**config.mk**
```make
export PLATFORM = sky130hd
export DESIGN_NAME = pc_predict_unit
export DESIGN_NICKNAME = d
export VERILOG_FILES = /design/src/rtl/pc_predict_unit.sv
export SDC_FILE = /design/constraint.sdc
export NUM_CORES = 2
export LEC_CHECK = 0
export ABC_CLOCK_PERIOD_IN_PS = 14680
export CAP_MARGIN = 15
export CORE_ASPECT_RATIO = 1.2
export CORE_MARGIN = 3
export CORE_UTILIZATION = 55
export CTS_BUF_LIST = sky130_fd_sc_hd__clkbuf_8
export DETAILED_ROUTE_END_ITERATION = 6
export HOLD_SLACK_MARGIN = 0.02
export PLACE_DENSITY = 0.74
export SYNTH_ARGS = -nofsm -noshare
export SYNTH_HDL_FRONTEND = slang
export SYNTH_SLANG_ARGS = --single-unit
```
**constraint.sdc**
```tcl
create_clock -name clock -period 14.68 [get_ports clock]
set_input_delay 3.67 -clock clock [delete_from_list [all_inputs] [get_ports clock]]
set_output_delay 3.67 -clock clock [all_outputs]
set_load 0.03 [all_outputs]
```
**src/rtl/pc_predict_unit.sv**
```systemverilog
// Fetch-PC generator with a direct-mapped BTB and 2-bit saturating counters.
// Predicts next fetch PC each cycle and redirects on execute-stage mispredicts.
module pc_predict_unit #(
  parameter int               WIDTH     = 32,
  parameter int               BTB_DEPTH = 16,
  parameter int               OPCODE_W  = 5,
  parameter logic [WIDTH-1:0] RESET_PC  = '0
) (
  input  logic                clock,
  input  logic                reset,
  input  logic                stall,
  output logic [WIDTH-1:0]    fetchPC,
  output logic                predTaken,
  output logic [WIDTH-1:0]    predTarget,
  input  logic                executeValid,
  input  logic [OPCODE_W-1:0] executeOpcode,
  input  logic [WIDTH-1:0]    executePC,
  input  logic [WIDTH-1:0]    executeT,
  input  logic [WIDTH-1:0]    executeA,
  input  logic [WIDTH-1:0]    executeImmediate,
  input  logic                neq,
  input  logic                lt,
  input  logic                executePredTaken,
  input  logic [WIDTH-1:0]    executePredTarget,
  output logic                flush
);

  localparam int IDX_W = $clog2(BTB_DEPTH);
  localparam int TAG_W = WIDTH - IDX_W;

  localparam logic [OPCODE_W-1:0] OP_J   = OPCODE_W'(5'b00001);
  localparam logic [OPCODE_W-1:0] OP_BNE = OPCODE_W'(5'b00010);
  localparam logic [OPCODE_W-1:0] OP_JAL = OPCODE_W'(5'b00011);
  localparam logic [OPCODE_W-1:0] OP_JR  = OPCODE_W'(5'b00100);
  localparam logic [OPCODE_W-1:0] OP_BLT = OPCODE_W'(5'b00110);

  typedef enum logic [1:0] {CF_NONE, CF_COND, CF_UNCOND} cf_class_e;

  logic [WIDTH-1:0]     r_pc;
  logic [BTB_DEPTH-1:0] r_valid;
  logic [1:0]           r_ctr    [BTB_DEPTH];
  logic [TAG_W-1:0]     r_tag    [BTB_DEPTH];
  logic [WIDTH-1:0]     r_target [BTB_DEPTH];

  // Fetch-side lookup
  logic [IDX_W-1:0] w_f_idx;
  logic             w_f_hit;
  logic [WIDTH-1:0] w_pc_inc;

  assign w_f_idx    = r_pc[IDX_W-1:0];
  assign w_f_hit    = r_valid[w_f_idx] && (r_tag[w_f_idx] == r_pc[WIDTH-1:IDX_W]);
  assign w_pc_inc   = r_pc + WIDTH'(1);
  assign fetchPC    = r_pc;
  assign predTaken  = w_f_hit && r_ctr[w_f_idx][1];
  assign predTarget = predTaken ? r_target[w_f_idx] : w_pc_inc;

  // Execute-side resolution
  cf_class_e        w_class;
  logic             w_taken;
  logic [WIDTH-1:0] w_target;
  logic [WIDTH-1:0] w_seq;
  logic [WIDTH-1:0] w_br;
  logic [WIDTH-1:0] w_correct;
  logic             w_mispredict;
  logic [IDX_W-1:0] w_e_idx;
  logic             w_e_hit;
  logic             w_tt_we;

  assign w_seq = executePC + WIDTH'(1);
  assign w_br  = w_seq + executeImmediate;

  // NOTE: every always_comb output gets a default first so no path infers a latch.
  always_comb begin
    w_class  = CF_NONE;
    w_taken  = 1'b0;
    w_target = w_seq;
    if (executeValid) begin
      case (executeOpcode)
        OP_J, OP_JAL: begin w_class = CF_UNCOND; w_taken = 1'b1; w_target = executeT; end
        OP_JR:        begin w_class = CF_UNCOND; w_taken = 1'b1; w_target = executeA; end
        OP_BNE:       begin w_class = CF_COND;   w_taken = neq;  w_target = w_br;     end
        OP_BLT:       begin w_class = CF_COND;   w_taken = lt;   w_target = w_br;     end
        default:      ;
      endcase
    end
  end

  assign w_correct    = w_taken ? w_target : w_seq;
  assign w_mispredict = executeValid &&
                        ((w_taken != executePredTaken) ||
                         (w_taken && (w_target != executePredTarget)));
  assign flush        = w_mispredict;

  assign w_e_idx = executePC[IDX_W-1:0];
  assign w_e_hit = r_valid[w_e_idx] && (r_tag[w_e_idx] == executePC[WIDTH-1:IDX_W]);
  assign w_tt_we = (w_class != CF_NONE) && w_taken;

  // NOTE: sequential state uses non-blocking assignments so all reads in this
  // cycle see pre-edge values (this is also what gives old-data-on-collision).
  always_ff @(posedge clock or posedge reset) begin
    if (reset) begin
      r_pc    <= RESET_PC;
      r_valid <= '0;
      for (int i = 0; i < BTB_DEPTH; i++) r_ctr[i] <= 2'b01;
    end else begin
      if (w_mispredict)  r_pc <= w_correct;
      else if (!stall)   r_pc <= predTarget;

      case (w_class)
        CF_COND: begin
          if (w_e_hit) begin
            if (w_taken && r_ctr[w_e_idx] != 2'b11)
              r_ctr[w_e_idx] <= r_ctr[w_e_idx] + 2'd1;
            else if (!w_taken && r_ctr[w_e_idx] != 2'b00)
              r_ctr[w_e_idx] <= r_ctr[w_e_idx] - 2'd1;
          end else if (w_taken) begin
            r_valid[w_e_idx] <= 1'b1;
            r_ctr[w_e_idx]   <= 2'b10;
          end
        end
        CF_UNCOND: begin
          r_valid[w_e_idx] <= 1'b1;
          r_ctr[w_e_idx]   <= 2'b11;
        end
        default: begin
          // Stale hit on a non-control instruction: drop the entry.
          if (executeValid && w_e_hit) r_valid[w_e_idx] <= 1'b0;
        end
      endcase
    end
  end

  // NOTE: tag/target storage is not reset; valid bits gate every use of it.
  always_ff @(posedge clock) begin
    if (w_tt_we) begin
      r_tag[w_e_idx]    <= executePC[WIDTH-1:IDX_W];
      r_target[w_e_idx] <= w_target;
    end
  end

endmodule

```
==> flow_summary.json <==
{
  "cts_sinks": 1040,
  "fill_cells": 6416,
  "synth_nets": 3340,
  "crit_arrival_ns": 10.44,
  "drt_wl_total_um": 164500,
  "cts_setup_buffers": 0,
  "max_cap_viol_count": 0,
  "clkTransAtPathRegs_ns": 0.06,
  "grt_max_degree": 144,
  "leakagePower_nw": 19.03,
  "drc": 1,
  "ys_ff_latch": 1040,
  "ys_seq_area_frac": 0.6052,
  "max-slew-margin-rel": 0.2269,
  "reg2reg_from": "fetchPC[1]",
  "num_rows": 121,
  "final_cell_mix": "960 x edfxtp_1, 433 x mux4_2, 231 x clkdlybuf4s50_1",
  "pin_count": 238,
  "coreArea_um2": 91290,
  "crit_path_start": "executePC[11]",
  "cts_tree": "yes",
  "irDropWorstVdd_v": 0.0001552,
  "ys_warn_count": 0,
  "fp.dieH_um": 339.5,
  "grt_pass1_wl_um": 234800,
  "finClkSkew_ns": 0.06971,
  "htreeDepth": 4,
  "p_per_area_nw_per_um2": 130.8,
  "antenna_found_initial": 14,
  "die_width_um": 283.9,
  "die_area_um2": 96380,
  "final_common_cell": "edfxtp_1",
  "num-nets-final": 3622,
  "drive_above_1_share": 0.2369,
  "path_max_fanout": 17,
  "first_global_vias": 33360,
  "netlist_area_um2": 50970,
  "finalSetupViolCount": 0,
  "synth_cell_type_count": 83,
  "grt_overflow": 0,
  "num_vias": 33480,
  "first_iter_violations": 4783,
  "tns_ns": 0,
  "grt_setup_unrepaired": "no",
  "synthArstFlopShare": 0.07692,
  "ctsResizeCount": 0,
  "setup.worst_path.end_class": "primary output",
  "grt_usage": 0.3406,
  "numCtsBuffers": 159,
  "dp_hpwl_um": 105800,
  "clock.fmax_ghz": 0.07085,
  "clk_latency_ns": 0.86,
  "violations": "DRC",
  "ctsHoldBuffers": 0,
  "initial_core_util": 0.5584,
  "status": "finished, violations left",
  "critPathKind": "input pin to primary output",
  "wl_per_cell_um": 34.49,
  "worstMarginPinSlew_ns": 1.156,
  "io_buffers": 237,
  "synth_cells": 3120,
  "finalHoldViolations": 0,
  "cts_root_buffer": "clkbuf_8",
  "ys.flop_type": "edfxtp_1",
  "area_growth_pct": 13.57,
  "clk_path_buf_depth": 3,
  "critPathRequiredTime_ns": 11.01,
  "regArea_um2": 30860,
  "timing.final.crit_share": 0.9615,
  "worst_setup_path_start_kind": "input pin",
  "gp_congestion": 0.9520,
  "hold_path_class": "flip-flop to flip-flop",
  "drtPass1Iterations": 7,
  "slew_viol_final": 0,
  "fin_total_pwr_mw": 7.570,
  "avgSynthCellArea_um2": 16.34,
  "viasPerCell": 7.019,
  "antenna_left": 0,
  "fin_crit_ns": 14.11,
  "synth_edf_count": 960,
  "holdWs_ns": 0.5198,
  "multi_input_area_um2": 19090
}
-- cell families after synthesis --
family	count (synthesis)	synth area share
simple gates	570	0.05567
xor+xnor	166	0.02852
compound gates	458	0.05800
mux	559	0.2171
fa+ha+maj	48	0.01193
flops	1040	0.6052
buf+inv	279	0.02359
-- synthesized netlist by cell type (all sizes together) (15+ instances only) --
master / number / area share
edfxtp: 960 / 0.57
a221o: 20 / 0.0039
dfstp: 16 / 0.0082
inv: 55 / 0.0041
nor2: 166 / 0.012
nand3: 77 / 0.0076
and3: 30 / 0.0037
mux2i: 85 / 0.017
o211ai: 15 / 0.0022
buf: 103 / 0.011
mux2: 41 / 0.0091
nor3: 28 / 0.0030
nor4: 15 / 0.0020
dfrtp: 64 / 0.031
ha: 47 / 0.012
a31oi: 35 / 0.0043
a21oi: 164 / 0.016
clkbuf: 121 / 0.0089
nand2: 119 / 0.0088
mux4: 433 / 0.19
xnor2: 109 / 0.019
xor2: 57 / 0.0098
nand4: 38 / 0.0047
o21ai: 61 / 0.0060
o22ai: 32 / 0.0039
-- stage by stage --
stage | util | std cells | setup WS [ns] | cell area [um2]
3_3_place_gp | 0.6007 | 4460 | 0.7643 | 54840
2_1_floorplan | - | 3120 | 1.795 | 50970
3_5_place_dp | 0.6011 | 4463 | 0.7098 | 54870
6_report | 0.6341 | 4770 | 0.5656 | 57890
5_1_grt | 0.6340 | 4766 | 0.2048 | 57880
4_1_cts | 0.6330 | 4755 | 0.6687 | 57790
-- state kept, by name (all words and copies together) (netlist names), named ones only --
signal    cells
r_target    512
r_tag       448
fetchPC      32
r_ctr        32
-- worst max-delay path, cell delays in order --
cell and delay (ns):
clkdlybuf4s50_1 0.80, nand4_1 0.36, nor4_1 0.75, xnor2_1 0.37, inv_1 0.18, ha_1 0.57, nand4_1 0.35, o211a_1 0.34
a2111oi_0 0.44, o31ai_1 0.16, a32oi_1 0.24, buf_4 0.26, xnor2_1 0.16, nand3_1 0.08, a2111oi_0 0.81, nand4_1 0.20
nor4_2 0.42, nor2_4 0.08, buf_4 0.18
-- layer usage --
metal / global-route usage / vias up / routed length (um)
li1: - / 13347 / -
met1: 0.4561 / 17187 / 58420
met2: 0.5276 / 2475 / 77830
met3: 0.09167 / 457 / 19820
met4: 0.1566 / 14 / 8351
met5: 0 / - / 88
-- path summary, 6_finish.rpt --
check	to	slack, ns	depth (start not counted)
min in group asynchronous	fetchPC[22]	3.17	2
min reg2reg	flip-flop	0.52	2
min	flip-flop	0.52	2
max in group asynchronous	fetchPC[0]	10.09	3
max reg2reg	fetchPC[21]	8.78	14
max	flush	0.57	19
-- report_power, final --
| part | total (mW) | switching, mW | internal, mW |
|---|---|---|---|
| logic | 1.90 | 1.05 | 0.856 |
| clock network | 2.24 | 1.15 | 1.08 |
| registers | 3.43 | 0.153 | 3.28 |
-- layout make-up --
| class | count | area share |
|---|---|---|
| Antenna cell | 7 | 0.0003026 |
| Clock buffer | 162 | 0.03852 |
| Clock inverter | 130 | 0.01189 |
| Inverter | 55 | 0.003609 |
| Multi-Input combinational cell | 1801 | 0.3298 |
| Sequential cell | 1040 | 0.5331 |
| Tap cell | 1230 | 0.02658 |
| Timing Repair Buffer | 345 | 0.05620 |
No activity file was read; power rests on OpenSTA's default activity.
